`src/rtl/ser_pkg.sv`:
```
// Shared constants for the ser_to_par serial-to-parallel stage.
package ser_pkg;

  localparam logic ST_FILL = 1'b0;
  localparam logic ST_HOLD = 1'b1;

  localparam int unsigned WIDTH_MIN = 2;
  localparam int unsigned WIDTH_MAX = 32;

endpackage

```
`src/rtl/dff_nr.sv`:
```
// One-bit rising-edge D flip-flop with asynchronous active-low clear.
module dff_nr (
  output logic Q,
  input  logic D,
  input  logic C,
  input  logic nR
);

  always_ff @(posedge C or negedge nR) begin
    if (!nR) Q <= 1'b0;
    else     Q <= D;
  end

endmodule

```
`src/rtl/ser_to_par.sv`:
```
// Serial-to-parallel stage: assembles WIDTH serial bits into Q with valid/ready.
// Build option SER_MSB_FIRST_EN: bits enter at Q[0] and shift toward the MSB.
module ser_to_par
  import ser_pkg::*;
#(
  parameter int unsigned WIDTH = 4
) (
  input  logic             C,
  input  logic             nR,
  input  logic             D,
  input  logic             in_valid,
  output logic             in_ready,
  output logic [WIDTH-1:0] Q,
  output logic             out_valid,
  input  logic             out_ready
);

  localparam int unsigned CNT_W = $clog2(WIDTH);

  if (WIDTH < WIDTH_MIN || WIDTH > WIDTH_MAX) begin : g_bad_width
    $error("ser_to_par: WIDTH outside legal range");
  end

  logic             state;
  logic             state_next;
  logic [CNT_W-1:0] cnt;
  logic             accept;
  logic             last_bit;
  logic [WIDTH-1:0] q_shift;
  logic [WIDTH-1:0] q_next;

  assign accept   = in_valid && (state == ST_FILL);
  assign last_bit = (cnt == CNT_W'(WIDTH - 1));

  // State bit lives in the same storage primitive as the data.
  dff_nr u_state (
    .Q  (state),
    .D  (state_next),
    .C  (C),
    .nR (nR)
  );

  always_comb begin
    state_next = state;
    case (state)
      ST_FILL: if (accept && last_bit) state_next = ST_HOLD;
      ST_HOLD: if (out_ready)          state_next = ST_FILL;
      default:                         state_next = ST_FILL;
    endcase
  end

  always_comb begin
    in_ready  = (state == ST_FILL);
    out_valid = (state == ST_HOLD);
  end

  always_ff @(posedge C or negedge nR) begin
    if (!nR) begin
      cnt <= '0;
    end else if (accept) begin
      cnt <= last_bit ? '0 : cnt + CNT_W'(1);
    end
  end

`ifdef SER_MSB_FIRST_EN
  assign q_shift = {Q[WIDTH-2:0], D};
`else
  assign q_shift = {D, Q[WIDTH-1:1]};
`endif

  assign q_next = accept ? q_shift : Q;

  // Q is driven directly from these flops; it is never cleared between words.
  for (genvar i = 0; i < WIDTH; i++) begin : g_sr
    dff_nr u_bit (
      .Q  (Q[i]),
      .D  (q_next[i]),
      .C  (C),
      .nR (nR)
    );
  end

endmodule

```
`config.mk`:
```
export PLATFORM = sky130hd
export DESIGN_NAME = ser_to_par
export DESIGN_NICKNAME = d
export VERILOG_FILES = /design/src/rtl/ser_pkg.sv /design/src/rtl/dff_nr.sv /design/src/rtl/ser_to_par.sv
export SDC_FILE = /design/constraint.sdc
export NUM_CORES = 1
export LEC_CHECK = 0
export CORE_AREA = 2 2 39 41
export CTS_CLUSTER_DIAMETER = 120
export DETAILED_ROUTE_END_ITERATION = 6
export DIE_AREA = 0 0 41 43
export MAX_ROUTING_LAYER = met4
export SYNTH_ARGS = -nofsm -noshare
export SYNTH_HDL_FRONTEND = slang
export SYNTH_SLANG_ARGS = --single-unit
```
`constraint.sdc`:
```
create_clock -name C -period 1.65 [get_ports C]
set_input_delay 0.495 -clock C [delete_from_list [all_inputs] [get_ports C]]
set_output_delay 0.495 -clock C [all_outputs]
set_load 0.05 [all_outputs]
```
==> metrics, run 1 <==
first-pass GRT wire length=roughly 1100 um; Synth cell types=10; Area growth syn-to-layout=50.00%; TritonCTS Buffers=3; DR vias/cell=~4.1; FF/Latch Area=175.2 um2; RSZ-0062 raised after global routing=no; final HPWL from detailed placement=~480 um; setup bufs post-CTS=0; synthesized area=~350 um2; status=completed; Slew Limit Fails=0; antenna violations before repair=0; Clk Latency, worst-skew pair=between 200 and 300 ps; syn_nets=30; fmax=between 0.6 and 0.7 GHz; # DRC=0; hold slack=between 500 and 600 ps; vias in the first global route=251; Die Area=~0.0018 mm2; Synth Area per Inst=14.39 um2; antenna cells=0; H-tree level count=1; Initial Util=between 20% and 30%; YS warnings=0; Startpoint Class=flop; CTS tree=done; Setup-failing EPs final=0; routed len/inst=12.40 um; Fin. Hold Viols=0; Setup TNS Final=0 ps; Final min period=around 1500 ps; RD Place Congestion=around 0.63; clk sink count=7; sequential-to-total area share from yosys stat=50.72%; share of cells above drive strength 1=47.06%; pin count of the biggest net entering global routing=8; total global-route track usage=between 9 and 10%; pre-CTS WS=-65.45 ps; max-cap check violation count=0; Arr. time, crit path=970 ps; clock transition at the registers of the reported paths=~50 ps; Detailed Route WL=just over 600 um; WP data required=1150 ps; Synth Register Bits=7; Final Worst Setup Slack=between 150 and 200 ps; CTS max path bufs=2; Vias=approximately 210; relative slew slack=78.74%; row count=14; Multi-input gate area=around 130 um2; Clock Skew=roughly 0.56 ps; post-CTS sizing=0; core area=0.001384 mm2; Boundary Pins=11; Antenna Nets Post-Route=0; Hold Crit Class=in -> async; worst setup path category=reg -> out; # port buffers=10; Tcrit/Tclk final=88.64%; DRT iter0 DRCs=4; Worst-Margin Slew=around 320 ps; hold_buf cts=0; die height=about 43 um; Die Wd=between 40 and 50 um; grt total ovfl=0; Root Driver=clkbuf_4; fin nets=41; router iterations before antenna repair=2; CP Capture Type=primary output; critical path fanouts, max=4; Mapped Cells=24; Fillers=approximately 130
==> path summary, 6_finish.rpt <==
kind                            from              end  slack, ps  depth (start not counted)
setup / recovery           u_state.Q         in_ready        190                          2
hold / removal                    nR  g_sr[3].u_bit.Q        510                          1
setup reg to reg           u_state.Q           cnt[0]        480                          3
hold reg to reg               cnt[1]           cnt[1]        540                          1
max in group asynchronous         nR           cnt[0]        910                          1
min in group C                cnt[1]           cnt[1]        540                          1
==> worst max-delay path: stages, from the launching register on <==
cell and delay, ps:
dfrtp_1 440, inv_1 140, buf_12 150
==> metrics by stage <==
step | cell area (um2) | cells | util [%]
after floorplan | 345.3 | 24 | -
after global placement | 491.7 | 46 | 35.53
after detailed placement | 491.7 | 46 | 35.53
after CTS | 518.0 | 50 | 37.43
after global routing | 518.0 | 50 | 37.43
final | 518.0 | 50 | 37.43
==> placed cells by master, fill, tap and decap left out <==
cell type        n
clkbuf_1         1
buf_12           6
nor2b_1          1
mux2_4           6
buf_4            1
nand3b_1         1
dfrtp_1          7
o21ai_0          1
inv_1            1
clkbuf_4         3
clkdlybuf4s50_1  4
nor2_1           1
ha_1             1
==> synthesized netlist by cell type <==
library cell / instances / area [um2]
inv_1: 1 / 3.750
buf_4: 4 / 30.03
mux2_4: 6 / 90.09
dfrtp_1: 7 / 175.2
nand3b_1: 1 / 7.510
ha_1: 1 / 12.51
o21ai_0: 1 / 5.000
nor2_1: 1 / 3.750
buf_6: 1 / 11.26
nor2b_1: 1 / 6.260
==> layout make-up <==
cell class	instances	share of cell area (%)
clock buffers	4	5.072
inverters	1	0.7246
flip-flops and latches	7	33.82
well taps	16	3.865
multi-input cells	11	24.15
repair buffers	11	32.37
==> state kept, by name (all words and copies together), names as in the netlist <==
name	cells
u_state.Q	1
g_sr.u_bit.Q	4
cnt	2
==> cell families after synthesis <==
kind of cell	after synthesis	share of synthesized area [%]
adders and majority gates	1	3.623
and+or+nand+nor	3	5.073
muxes	6	26.09
buffers and inverters	6	13.04
AOI/OAI and AO/OA	1	1.448
DFF	7	50.73
==> metal layers <==
| metal | part of all wire (%) | vias to the layer above | GRT usage (%) |
|---|---|---|---|
| met5 | 0 | - | - |
| met4 | 0 | 0 | 6.000 |
| met3 | 11 | 0 | 3.665 |
| met2 | 51 | 11 | 13.75 |
| met1 | 39 | 100 | 11.55 |
| li1 | - | 96 | - |
Power of run 1 is not shown: default switching activity piles up to over one toggle a cycle in this logic, so the estimate is an artifact.
==> inputs of run 2 (changes only) <==
PLACE_DENSITY = 0.61   (was default)
==> metrics, run 2 (same netlist as run 1, synthesis figures left out) <==
antenna violations before repair=0 (unchanged); Worst-Margin Slew=318.5 ps (+0.5382 ps); Die Area=0.001763 mm2 (unchanged); share of cells above drive strength 1=47.06% (unchanged); relative slew slack=78.70% (about the same); grt total ovfl=0 (unchanged); routed len/inst=12.24 um (-1.3%); Clk Latency, worst-skew pair=240 ps (about the same); Arr. time, crit path=1590 ps (+620 ps); clock transition at the registers of the reported paths=50 ps (about the same); Setup-failing EPs final=0 (unchanged); fmax=0.6820 GHz (-0.25%); CTS max path bufs=2 (unchanged); # DRC=0 (unchanged); die height=43 um (unchanged); fin nets=41 (unchanged); Final min period=1466 ps (+3.672 ps); Initial Util=24.95% (unchanged); Top Registers=g_sr.u_bit.Q (4), cnt (2), u_state.Q (1); setup bufs post-CTS=0 (unchanged); Root Driver=clkbuf_4; max-cap check violation count=0 (unchanged); CP Capture Type=flop; first-pass GRT wire length=1076 um (-1.3%); Final Worst Setup Slack=183.8 ps (-3.672 ps); WP data required=1780 ps (+630 ps); worst setup path category=in -> reg; hold slack=511.1 ps (+3.553 ps); Design Area, Final=518.0 um2 (unchanged); Hold Crit Class=in -> async; Clock Skew=0.3038 ps (-0.2554 ps); cell area after placement=491.7 um2 (unchanged); grt met1 use=9.804% (-1.7 points); H-tree level count=1 (unchanged); router iterations before antenna repair=2 (unchanged); Slew Limit Fails=0 (unchanged); Worst Setup SP=in_valid; Vias=207 (unchanged); CTS tree=done; status=completed; critical path fanouts, max=6 (+2); antenna cells=0 (unchanged); # port buffers=10 (unchanged); core area=0.001384 mm2 (unchanged); row count=14 (unchanged); Antenna Nets Post-Route=0 (unchanged); final HPWL from detailed placement=500 um (+4.1%); RD Place Congestion=0.5540 (-12%); total global-route track usage=9.824% (-0.031 points); RSZ-0062 raised after global routing=no; post-CTS sizing=0 (unchanged); Boundary Pins=11 (unchanged); Detailed Route WL=612 um (-1.3%); max FFs per register=4 (unchanged); Tcrit/Tclk final=88.86% (+0.22 points); met2 Use GR=14.69% (+0.94 points); DRT iter0 DRCs=2 (-2); Area growth syn-to-layout=50.00% (unchanged); Fillers=130 (-2.3%); most common cell after layout, fill and taps aside=dfrtp_1; Reg-to-Reg Start=u_state.Q; routing usage on met3=4.712% (+1.0 points); clk sink count=7 (unchanged); Startpoint Class=input port; DR vias/cell=4.140 (unchanged); TritonCTS Buffers=3 (unchanged); commonest non-fill, non-tap cells in the layout=dfrtp_1 (7), mux2_4 (6), buf_12 (6), clkdlybuf4s50_1 (4), clkbuf_4 (3); hold_buf cts=0 (unchanged); Fin. Hold Viols=0 (unchanged); GR peak layer=met2; largest reg by FF count=g_sr.u_bit.Q; pin count of the biggest net entering global routing=8 (unchanged); Die Wd=41 um (unchanged); pre-CTS WS=-70.69 ps (-5.232 ps); vias in the first global route=242 (-3.6%)
[run 2: path summary, 6_finish.rpt]
path / slack, ps / end / cells after the start
worst max-delay path: 180 / cnt[1] / 4
worst min register to register: 550 / cnt[1] / 1
min in group C: 550 / cnt[1] / 1
max in group asynchronous: 900 / g_sr[0].u_bit.Q / 1
worst min-delay path: 510 / g_sr[3].u_bit.Q / 1
worst max register to register: 500 / cnt[1] / 3
[run 2: through the flow]
stage / utilization [%] / setup TNS (ps) / std cells
after floorplan: - / 0 / 24
after CTS: 37.43 / 0 / 50
after detailed placement: 35.53 / -390.6 / 46
final: 37.43 / 0 / 50
after global routing: 37.43 / 0 / 50
after global placement: 35.53 / -183.1 / 46
[run 2: worst max-delay path, cell delays in order]
cell             delay, ps
clkdlybuf4s50_1        480
nor2b_1                130
buf_4                  180
mux2_4                 310
[run 2: layout make-up]
type / count / area, um2 / share of cell area (%)
Inverter: 1 / 3.754 / 0.7246
Timing Repair Buffer: 11 / 167.7 / 32.37
Tap cell: 16 / 20.02 / 3.865
Multi-Input combinational cell: 11 / 125.1 / 24.15
Clock buffer: 4 / 26.28 / 5.072
Sequential cell: 7 / 175.2 / 33.82
[run 2: layer usage]
| metal | wire length [um] | vias to the layer above |
|---|---|---|
| li1 | - | 96 |
| met2 | 318 | 11 |
| met5 | 0 | - |
| met4 | 0 | 0 |
| met1 | 227 | 100 |
| met3 | 66 | 0 |
Power of run 2 is left out for the same reason.
==> inputs of run 3 (changes only) <==
DONT_BUFFER_PORTS = 1   (was default)
PLACE_DENSITY = 0.5   (was 0.61)
==> metrics, run 3 (same netlist as run 1, synthesis figures left out) <==
status=completed; Tcrit/Tclk final=84.79% (-4.1 points); Antenna Nets Post-Route=0 (unchanged); Arr. time, crit path=900 ps (-690 ps); TritonCTS Buffers=3 (unchanged); WP data required=1150 ps (-630 ps); total global-route track usage=8.988% (-0.84 points); Die Wd=41 um (unchanged); Slew Limit Fails=0 (unchanged); clock transition at the registers of the reported paths=50 ps (about the same); Startpoint Class=flop; Die Area=0.001763 mm2 (unchanged); worst setup path category=reg -> out; fmax=0.7148 GHz (+4.8%); relative slew slack=66.29% (-12 points); post-CTS sizing=0 (unchanged); Boundary Pins=11 (unchanged); CTS max path bufs=2 (unchanged); Area growth syn-to-layout=10.87%; share of cells above drive strength 1=44.44% (-2.6 points); Hold Path End=u_state.Q; routed len/inst=12.51 um (+2.2%); vias in the first global route=201 (-17%); DRT iter0 DRCs=3 (+1); H-tree level count=1 (unchanged); FF-to-FF setup slack=520 ps (+20 ps); core area=0.001384 mm2 (unchanged); grt total ovfl=0 (unchanged); critical path fanouts, max=3 (-3); die height=43 um (unchanged); RD Place Congestion=0.6369 (+15%); CP Capture Type=primary output; Reg-to-Reg Start=u_state.Q; hold_buf cts=1 (+1); Clk Latency, worst-skew pair=250 ps (about the same); min-delay src=out_ready; Setup TNS Final=0 ps (unchanged); R2R cell count=3 (unchanged); Hold Path Depth=1; row count=14 (unchanged); Initial Util=24.95% (unchanged); router iterations before antenna repair=2 (unchanged); antenna cells=0 (unchanged); Root Driver=clkbuf_4; Vias=181 (-13%); RSZ-0062 raised after global routing=no; fin nets=34 (-17%); max FFs per register=4 (unchanged); pin count of the biggest net entering global routing=8 (unchanged); antenna violations before repair=0 (unchanged); DR vias/cell=4.209 (+1.7%); clk sink count=7 (unchanged); Detailed Route WL=538 um (-12%); CTS tree=done; worst r2r dst=g_sr[1].u_bit.Q; Clock Skew=2.252 ps (+1.948 ps); max-cap check violation count=0 (unchanged); most common cell after layout, fill and taps aside=dfrtp_1; Final min period=1399 ps (-67.26 ps); Setup-failing EPs final=0 (unchanged); setup bufs post-CTS=0 (unchanged); # port buffers=0 (-10); # DRC=0 (unchanged); largest reg by FF count=g_sr.u_bit.Q; first-pass GRT wire length=876 um (-19%); commonest non-fill, non-tap cells in the layout=dfrtp_1 (7), mux2_4 (6), clkbuf_4 (3), buf_4 (3); Worst-Margin Slew=505.7 ps (+187.3 ps); Fin. Hold Viols=0 (unchanged); Hold Crit Class=in -> reg; Top Registers=g_sr.u_bit.Q (4), cnt (2), u_state.Q (1)
## run 3: cell types whose count changed in the layout (fill, tap and decap cells not counted), sizes merged
cell           delta
buf               -4
clkdlybuf4s50     -4
dlygate4sd3       +1
## run 3: cell type report
type | instances | area, um2
fill | 151 | 1001
sequential | 7 | 175.2
multi-input combinational | 11 | 125.1
timing repair buffer | 4 | 32.53
clock buffer | 4 | 26.28
tap | 16 | 20.02
inverter | 1 | 3.754
## run 3: worst max-delay path by stage
stage	cells after the start	to	startpoint
final	0	Q[1]	g_sr[1].u_bit.Q
after global routing	2	in_ready	u_state.Q
after CTS	0	Q[1]	g_sr[1].u_bit.Q
after detailed placement	3	cnt[1]	in_valid
after global placement	3	g_sr[2].u_bit.Q	in_valid
after floorplan	1	in_ready	u_state.Q
## run 3: through the flow
step	cells	instance area (um2)	util, %	setup slack, ps	hold slack, ps
6_report	43	382.9	27.67	251.0	336.0
5_1_grt	43	382.9	27.67	182.8	323.3
4_1_cts	43	382.9	27.67	232.1	326.1
3_5_place_dp	38	346.6	25.05	426.1	199.6
3_3_place_gp	38	346.6	25.05	441.3	199.6
2_1_floorplan	24	345.3	-	172.1	199.4
## run 3: per-layer routing
| layer | up-vias | wire length, um | GRT usage, % |
|---|---|---|---|
| li1 | 80 | - | - |
| met1 | 94 | 185 | 6.840 |
| met2 | 5 | 310 | 11.25 |
| met3 | 2 | 22 | 4.712 |
| met4 | 0 | 19 | 14.00 |
| met5 | - | 0 | - |
Power of run 3 is left out for the same reason.
